[config.mk]
export PLATFORM = sky130hd
export DESIGN_NAME = maxpool_window_ctrl
export DESIGN_NICKNAME = d
export VERILOG_FILES = /design/src/rtl/maxpool_pkg.sv /design/src/rtl/maxpool_window_ctrl_cmp.sv /design/src/rtl/maxpool_window_ctrl.sv
export SDC_FILE = /design/constraint.sdc
export NUM_CORES = 1
export LEC_CHECK = 0
export BUFFER_PORTS_ARGS = -buffer_cell sky130_fd_sc_hd__buf_2
export CAP_MARGIN = 20
export CELL_PAD_IN_SITES_DETAIL_PLACEMENT = 1
export CELL_PAD_IN_SITES_GLOBAL_PLACEMENT = 2
export CORE_AREA = 2 2 112 114
export CTS_CLUSTER_DIAMETER = 80
export DETAILED_ROUTE_END_ITERATION = 8
export DIE_AREA = 0 0 114 116
export GPL_ROUTABILITY_DRIVEN = 0
export HOLD_SLACK_MARGIN = 0.15
export PLACE_DENSITY = 0.95
export SLEW_MARGIN = 10
export SYNTH_ARGS = -nofsm -noshare
export SYNTH_HDL_FRONTEND = slang
export SYNTH_HIERARCHICAL = 1
export SYNTH_SLANG_ARGS = --single-unit
[constraint.sdc]
create_clock -name clk -period 7.3 [get_ports clk]
set_input_delay 0.365 -clock clk [delete_from_list [all_inputs] [get_ports clk]]
set_output_delay 0.365 -clock clk [all_outputs]
set_load 0.05 [all_outputs]
[src/rtl/maxpool_pkg.sv]
// Shared constants and state encoding for the max-pool result path.
// Default sizes are also used by the pooled-feature writeback.
package maxpool_pkg;

    localparam int DEF_DW      = 32;
    localparam int DEF_WIN     = 4;
    localparam int DEF_NUM_WIN = 16;

    typedef enum logic [1:0] {
        ST_IDLE  = 2'd0,
        ST_ACCUM = 2'd1,
        ST_EMIT  = 2'd2
    } state_t;

    // Counter width for a count of n, never narrower than one bit
    function automatic int cnt_w(input int n);
        return (n > 1) ? $clog2(n) : 1;
    endfunction

endpackage

[src/rtl/maxpool_window_ctrl_cmp.sv]
// pool_max_cmp: running-maximum register with a signed comparator.
// take is high when din should replace the held maximum.
module pool_max_cmp #(
    parameter int DW = 32
) (
    input  logic          clk,
    input  logic          master_rst,
    input  logic          clr_load,
    input  logic          en,
    input  logic [DW-1:0] din,
    output logic [DW-1:0] max_q,
    output logic          take
);

    // Strict greater-than so ties keep the held value
    assign take = clr_load | ($signed(din) > $signed(max_q));

    // Load the first element of a window, then keep the larger value
    always_ff @(posedge clk) begin
        if (master_rst) begin
            max_q <= '0;
        end else if (en && take) begin
            max_q <= din;
        end
    end

endmodule

[src/rtl/maxpool_window_ctrl.sv]
// maxpool_window_ctrl: per-window running max with valid/ready output.
// Build option MAXPOOL_RELU_EN clamps negative pooled results to zero.
module maxpool_window_ctrl
    import maxpool_pkg::*;
#(
    parameter int DW      = DEF_DW,
    parameter int WIN     = DEF_WIN,
    parameter int NUM_WIN = DEF_NUM_WIN
) (
    input  logic          clk,
    input  logic          master_rst,
    input  logic          start,
    input  logic          in_valid,
    input  logic [DW-1:0] in_data,
    output logic          in_ready,
    output logic          out_valid,
    output logic [DW-1:0] out_data,
    input  logic          out_ready,
    output logic          busy,
    output logic          done
);

    localparam int EW = cnt_w(WIN);
    localparam int NW = cnt_w(NUM_WIN);
    localparam logic [EW-1:0] ELEM_LAST = EW'(WIN - 1);
    localparam logic [NW-1:0] WIN_LAST  = NW'(NUM_WIN - 1);

    state_t          state;
    logic [EW-1:0]   elem_cnt;
    logic [NW-1:0]   win_cnt;
    logic            accept;
    logic            clr_load;
    logic            take;
    logic [DW-1:0]   max_q;
    logic [DW-1:0]   max_new;
    logic [DW-1:0]   pooled;

    assign accept   = in_valid & in_ready;
    assign clr_load = (elem_cnt == '0);

    pool_max_cmp #(.DW(DW)) u_cmp (
        .clk        (clk),
        .master_rst (master_rst),
        .clr_load   (clr_load),
        .en         (accept),
        .din        (in_data),
        .max_q      (max_q),
        .take       (take)
    );

    // Maximum including the element accepted this cycle, plus optional ReLU
    always_comb begin
        max_new = take ? in_data : max_q;
`ifdef MAXPOOL_RELU_EN
        pooled  = max_new[DW-1] ? '0 : max_new;
`else
        pooled  = max_new;
`endif
    end

    // Window/frame sequencing with registered handshake and status outputs
    always_ff @(posedge clk) begin
        if (master_rst) begin
            state     <= ST_IDLE;
            elem_cnt  <= '0;
            win_cnt   <= '0;
            in_ready  <= 1'b0;
            out_valid <= 1'b0;
            out_data  <= '0;
            busy      <= 1'b0;
            done      <= 1'b0;
        end else begin
            done <= 1'b0;
            unique case (state)
                ST_IDLE: begin
                    if (start) begin
                        state    <= ST_ACCUM;
                        elem_cnt <= '0;
                        win_cnt  <= '0;
                        in_ready <= 1'b1;
                        busy     <= 1'b1;
                    end
                end
                ST_ACCUM: begin
                    if (accept) begin
                        if (elem_cnt == ELEM_LAST) begin
                            out_data  <= pooled;
                            out_valid <= 1'b1;
                            in_ready  <= 1'b0;
                            elem_cnt  <= '0;
                            state     <= ST_EMIT;
                        end else begin
                            elem_cnt <= elem_cnt + EW'(1);
                        end
                    end
                end
                ST_EMIT: begin
                    if (out_ready) begin
                        out_valid <= 1'b0;
                        if (win_cnt == WIN_LAST) begin
                            win_cnt <= '0;
                            done    <= 1'b1;
                            busy    <= 1'b0;
                            state   <= ST_IDLE;
                        end else begin
                            win_cnt  <= win_cnt + NW'(1);
                            in_ready <= 1'b1;
                            state    <= ST_ACCUM;
                        end
                    end
                end
                default: begin
                    state     <= ST_IDLE;
                    in_ready  <= 1'b0;
                    out_valid <= 1'b0;
                    busy      <= 1'b0;
                end
            endcase
        end
    end

endmodule

==> results.py <==
metrics = {
    "detailed_routing": {
        "wirelength_um": 11700,
        "drc": 0,
        "firstDrtPassIters": 4,
        "routedWlPerCell_um": 17.0,
        "drt_iter0_drc": 128,
        "antenna_left": 0,
        "via_per_inst": 5.34,
        "vias": 3685,
    },
    "critical_path": {
        "crit_path_end_kind": "register",
        "start_kind": "register",
        "worstSetupPathType": "register to register",
        "ff2ff_setup_slack_ns": 3.77,
        "crit_arrival_ns": 3.76,
        "slowest_delay_ns": 0.84,
        "regToRegEndpoint": "out_data[12]",
        "reg2reg_from": "u_cmp/max_q[14]",
        "required_ns": 7.53,
        "cp_num_buf_inv": 1,
        "cp_top_family": "compound AO/OA/AOI/OAI gates",
        "rr_worst_depth": 11,
        "crit_top_cell": "a21oi_1",
        "cp_max_fo": 32,
        "slowest_stage": "a21o_2",
        "cp_cell_sequence": "inv_1, ha_1, a21oi_1, nand2_1, a21oi_1, a21oi_1, nor3_1, o32a_1, a21o_2, mux2i_1, a211oi_1",
    },
    "global_route": {
        "grt_overflow": 0,
        "grtUsageMet1_pct": 21.0,
        "grt_pass1_vias": 3853,
        "grt_usage_pct": 18.2,
        "grtUsageMet3_pct": 3.24,
        "grt_start_max_net_pins": 114,
        "grt.busiest_layer": "met2",
        "grt_pass1_wl_um": 18900,
        "use_met2_pct": 32.6,
        "antenna_found_initial": 0,
    },
    "cts": {
        "cts.sinks": 76,
        "cts-buffers-inserted": 9,
        "cts_tree": "done",
        "clockBufferDepth": 2,
        "post_cts_buffers": 0,
        "cts_root_buffer": "clkbuf_16",
        "ctsHtreeMaxLevel": 3,
        "postCtsResizedCells": 0,
        "worstSkewPairLatency_ns": 0.34,
        "path_clk_slew_ns": 0.06,
        "holdBufCountCts": 0,
    },
    "job": {
        "drv_cap": 0,
    },
    "logic_synthesis": {
        "synth.avg_cell_area_sq_um": 9.21,
        "syn_inst": 485,
        "synth.distinct_cells": 44,
        "synth_enable_flop_cells": 0,
        "syn-cell-area_sq_um": 4470,
        "ys.flop_type": "dfxtp_1",
        "yosysWarnings": 6,
        "yosysSeqAreaShare_pct": 34.1,
        "synthArstFlopShare_pct": 0,
        "ys_seq_elements": 76,
        "synthesis.nets": 557,
    },
    "power_and_ir_drop": {
        "p_leak_nw": 2.21,
        "p_per_area_nw_per_um2": 206,
        "ir_drop_uv": 91.8,
    },
    "worst_hold_path": {
        "hold_end": "u_cmp/max_q[22]",
        "min-delay-start": "in_data[22]",
        "min_path_cells": 3,
        "hold_path.class": "input port to register",
    },
    "sta": {
        "skew_ns": 0.00892,
        "fin_crit_ns": 3.53,
        "slew_viol_final": 0,
        "fmax_mhz": 283,
        "maxSlewHeadroom_pct": 28.2,
        "finalHoldViolations": 0,
        "rsz0062_at_grt": "false",
        "worst_slew_pin_slew_ns": 1.08,
        "fin_tns_setup_ns": 0,
        "setup_viol": 0,
        "post-route-period-util_pct": 48.3,
    },
    "finish": {
        "finalNonFillerCells": 690,
        "final_cell_mix": "dfxtp_1, buf_2, nand2b_1",
        "fin_nets": 611,
        "syn_to_final_growth_pct": 15.7,
        "design_area_sq_um": 5170,
        "fin_util_pct": 43.4,
        "drive_gt1_share_pct": 18.6,
        "final_common_cell": "dfxtp_1",
        "antenna_cells": 0,
    },
    "floorplanning": {
        "die_height_um": 116,
        "ios": 73,
        "placementRows": 40,
        "dieArea_sq_um": 13200,
        "fp.dieW_um": 114,
        "initial_core_util_pct": 37.5,
        "fp.coreArea_sq_um": 11900,
    },
    "status": {
        "status": "completed",
    },
    "placement": {
        "io_buffer_count": 72,
        "hpwl_um": 7770,
        "place_area_sq_um": 4850,
        "dpl.cell_count": 674,
    },
}
[synth_stat cells, drive strengths merged, types with 2 or more instances]
| cell | instances | share of area (%) |
|---|---|---|
| buf | 15 | 2.8 |
| nand2b | 69 | 9.7 |
| ha | 35 | 9.8 |
| and3 | 2 | 0.28 |
| nand2 | 12 | 1.0 |
| nor2b | 4 | 0.56 |
| nand3 | 6 | 0.67 |
| o21a | 2 | 0.34 |
| inv | 39 | 3.3 |
| and2 | 2 | 0.34 |
| or4 | 2 | 0.42 |
| o21ai | 8 | 0.90 |
| a211oi | 34 | 6.4 |
| nor2 | 2 | 0.17 |
| mux2i | 67 | 15 |
| nand4 | 9 | 1.3 |
| o31ai | 3 | 0.50 |
| clkbuf | 19 | 1.6 |
| or3 | 2 | 0.28 |
| nand3b | 2 | 0.34 |
| nand4b | 2 | 0.39 |
| o211ai | 3 | 0.50 |
| a21oi | 53 | 5.9 |
| dfxtp | 76 | 34 |
| nor3 | 3 | 0.34 |
[stage by stage]
| step | hold WS [ns] | total power, mW | setup WS (ns) |
|---|---|---|---|
| floorplan | 0.461 | 0.565 | 4.49 |
| global placement | 0.472 | 0.601 | 3.90 |
| detailed placement | 0.488 | 0.610 | 3.72 |
| CTS | 0.304 | 1.08 | 3.71 |
| global route | 0.322 | 1.12 | 3.52 |
| finish | 0.313 | 1.07 | 3.77 |
[routing by layer]
layer	part of all wire (%)	vias to the layer above
met3	3.1	25
met5	0	-
li1	-	1824
met1	44	1772
met4	2.6	0
met2	50	64
[cell families (layout without fill, tap and decap cells)]
| kind of cell | Yosys count | count (layout) | share of synthesized area (%) |
|---|---|---|---|
| flops | 76 | 76 | 34.1 |
| simple gates | 121 | 121 | 16.5 |
| buf+inv | 73 | 131 | 7.64 |
| fa+ha+maj | 35 | 35 | 9.80 |
| compound gates | 113 | 113 | 17.0 |
| mux | 67 | 67 | 15.0 |
[how the worst max path moves through the flow]
stage                    to  cells past startpoint            start
2_1_floorplan   out_data[0]                     12  u_cmp/max_q[31]
3_3_place_gp   out_data[31]                     10      in_data[31]
3_5_place_dp   out_data[24]                     10      in_data[31]
4_1_cts        out_data[12]                     10  u_cmp/max_q[31]
5_1_grt        out_data[12]                     11  u_cmp/max_q[27]
6_report       out_data[12]                     11  u_cmp/max_q[14]
[area by class of cell]
cell class                      instances  area [sq um]
Sequential cell                        76          1520
Multi-Input combinational cell        336          2610
Timing Repair Buffer                   77           405
Fill cell                            1419          6740
Inverter                               39           146
Clock inverter                          1          30.0
Tap cell                              147           184
Clock buffer                           14           274
[where the power goes]
part	internal, mW	leakage, nW	total (mW)	switching [mW]
logic	0.0689	1.45	0.161	0.0920
clock network	0.291	0.149	0.462	0.171
registers	0.430	0.616	0.444	0.0136
[sequential cells by signal (all words and copies together) (netlist names)]
register / count
in_ready: 1
u_cmp/max_q: 32
out_valid: 1
win_cnt: 4
elem_cnt: 2
busy: 1
state: 2
out_data: 32
done: 1
[worst register-to-register path, delay by kind of cell, from the launching register on]
family	cells	cell delay, ns
mux	1	0.24
compound gates	6	2.04
simple gates	2	0.39
flops	1	0.35
buf+inv	1	0.06
fa+ha+maj	1	0.35
Power figures use the tool's default switching activity.
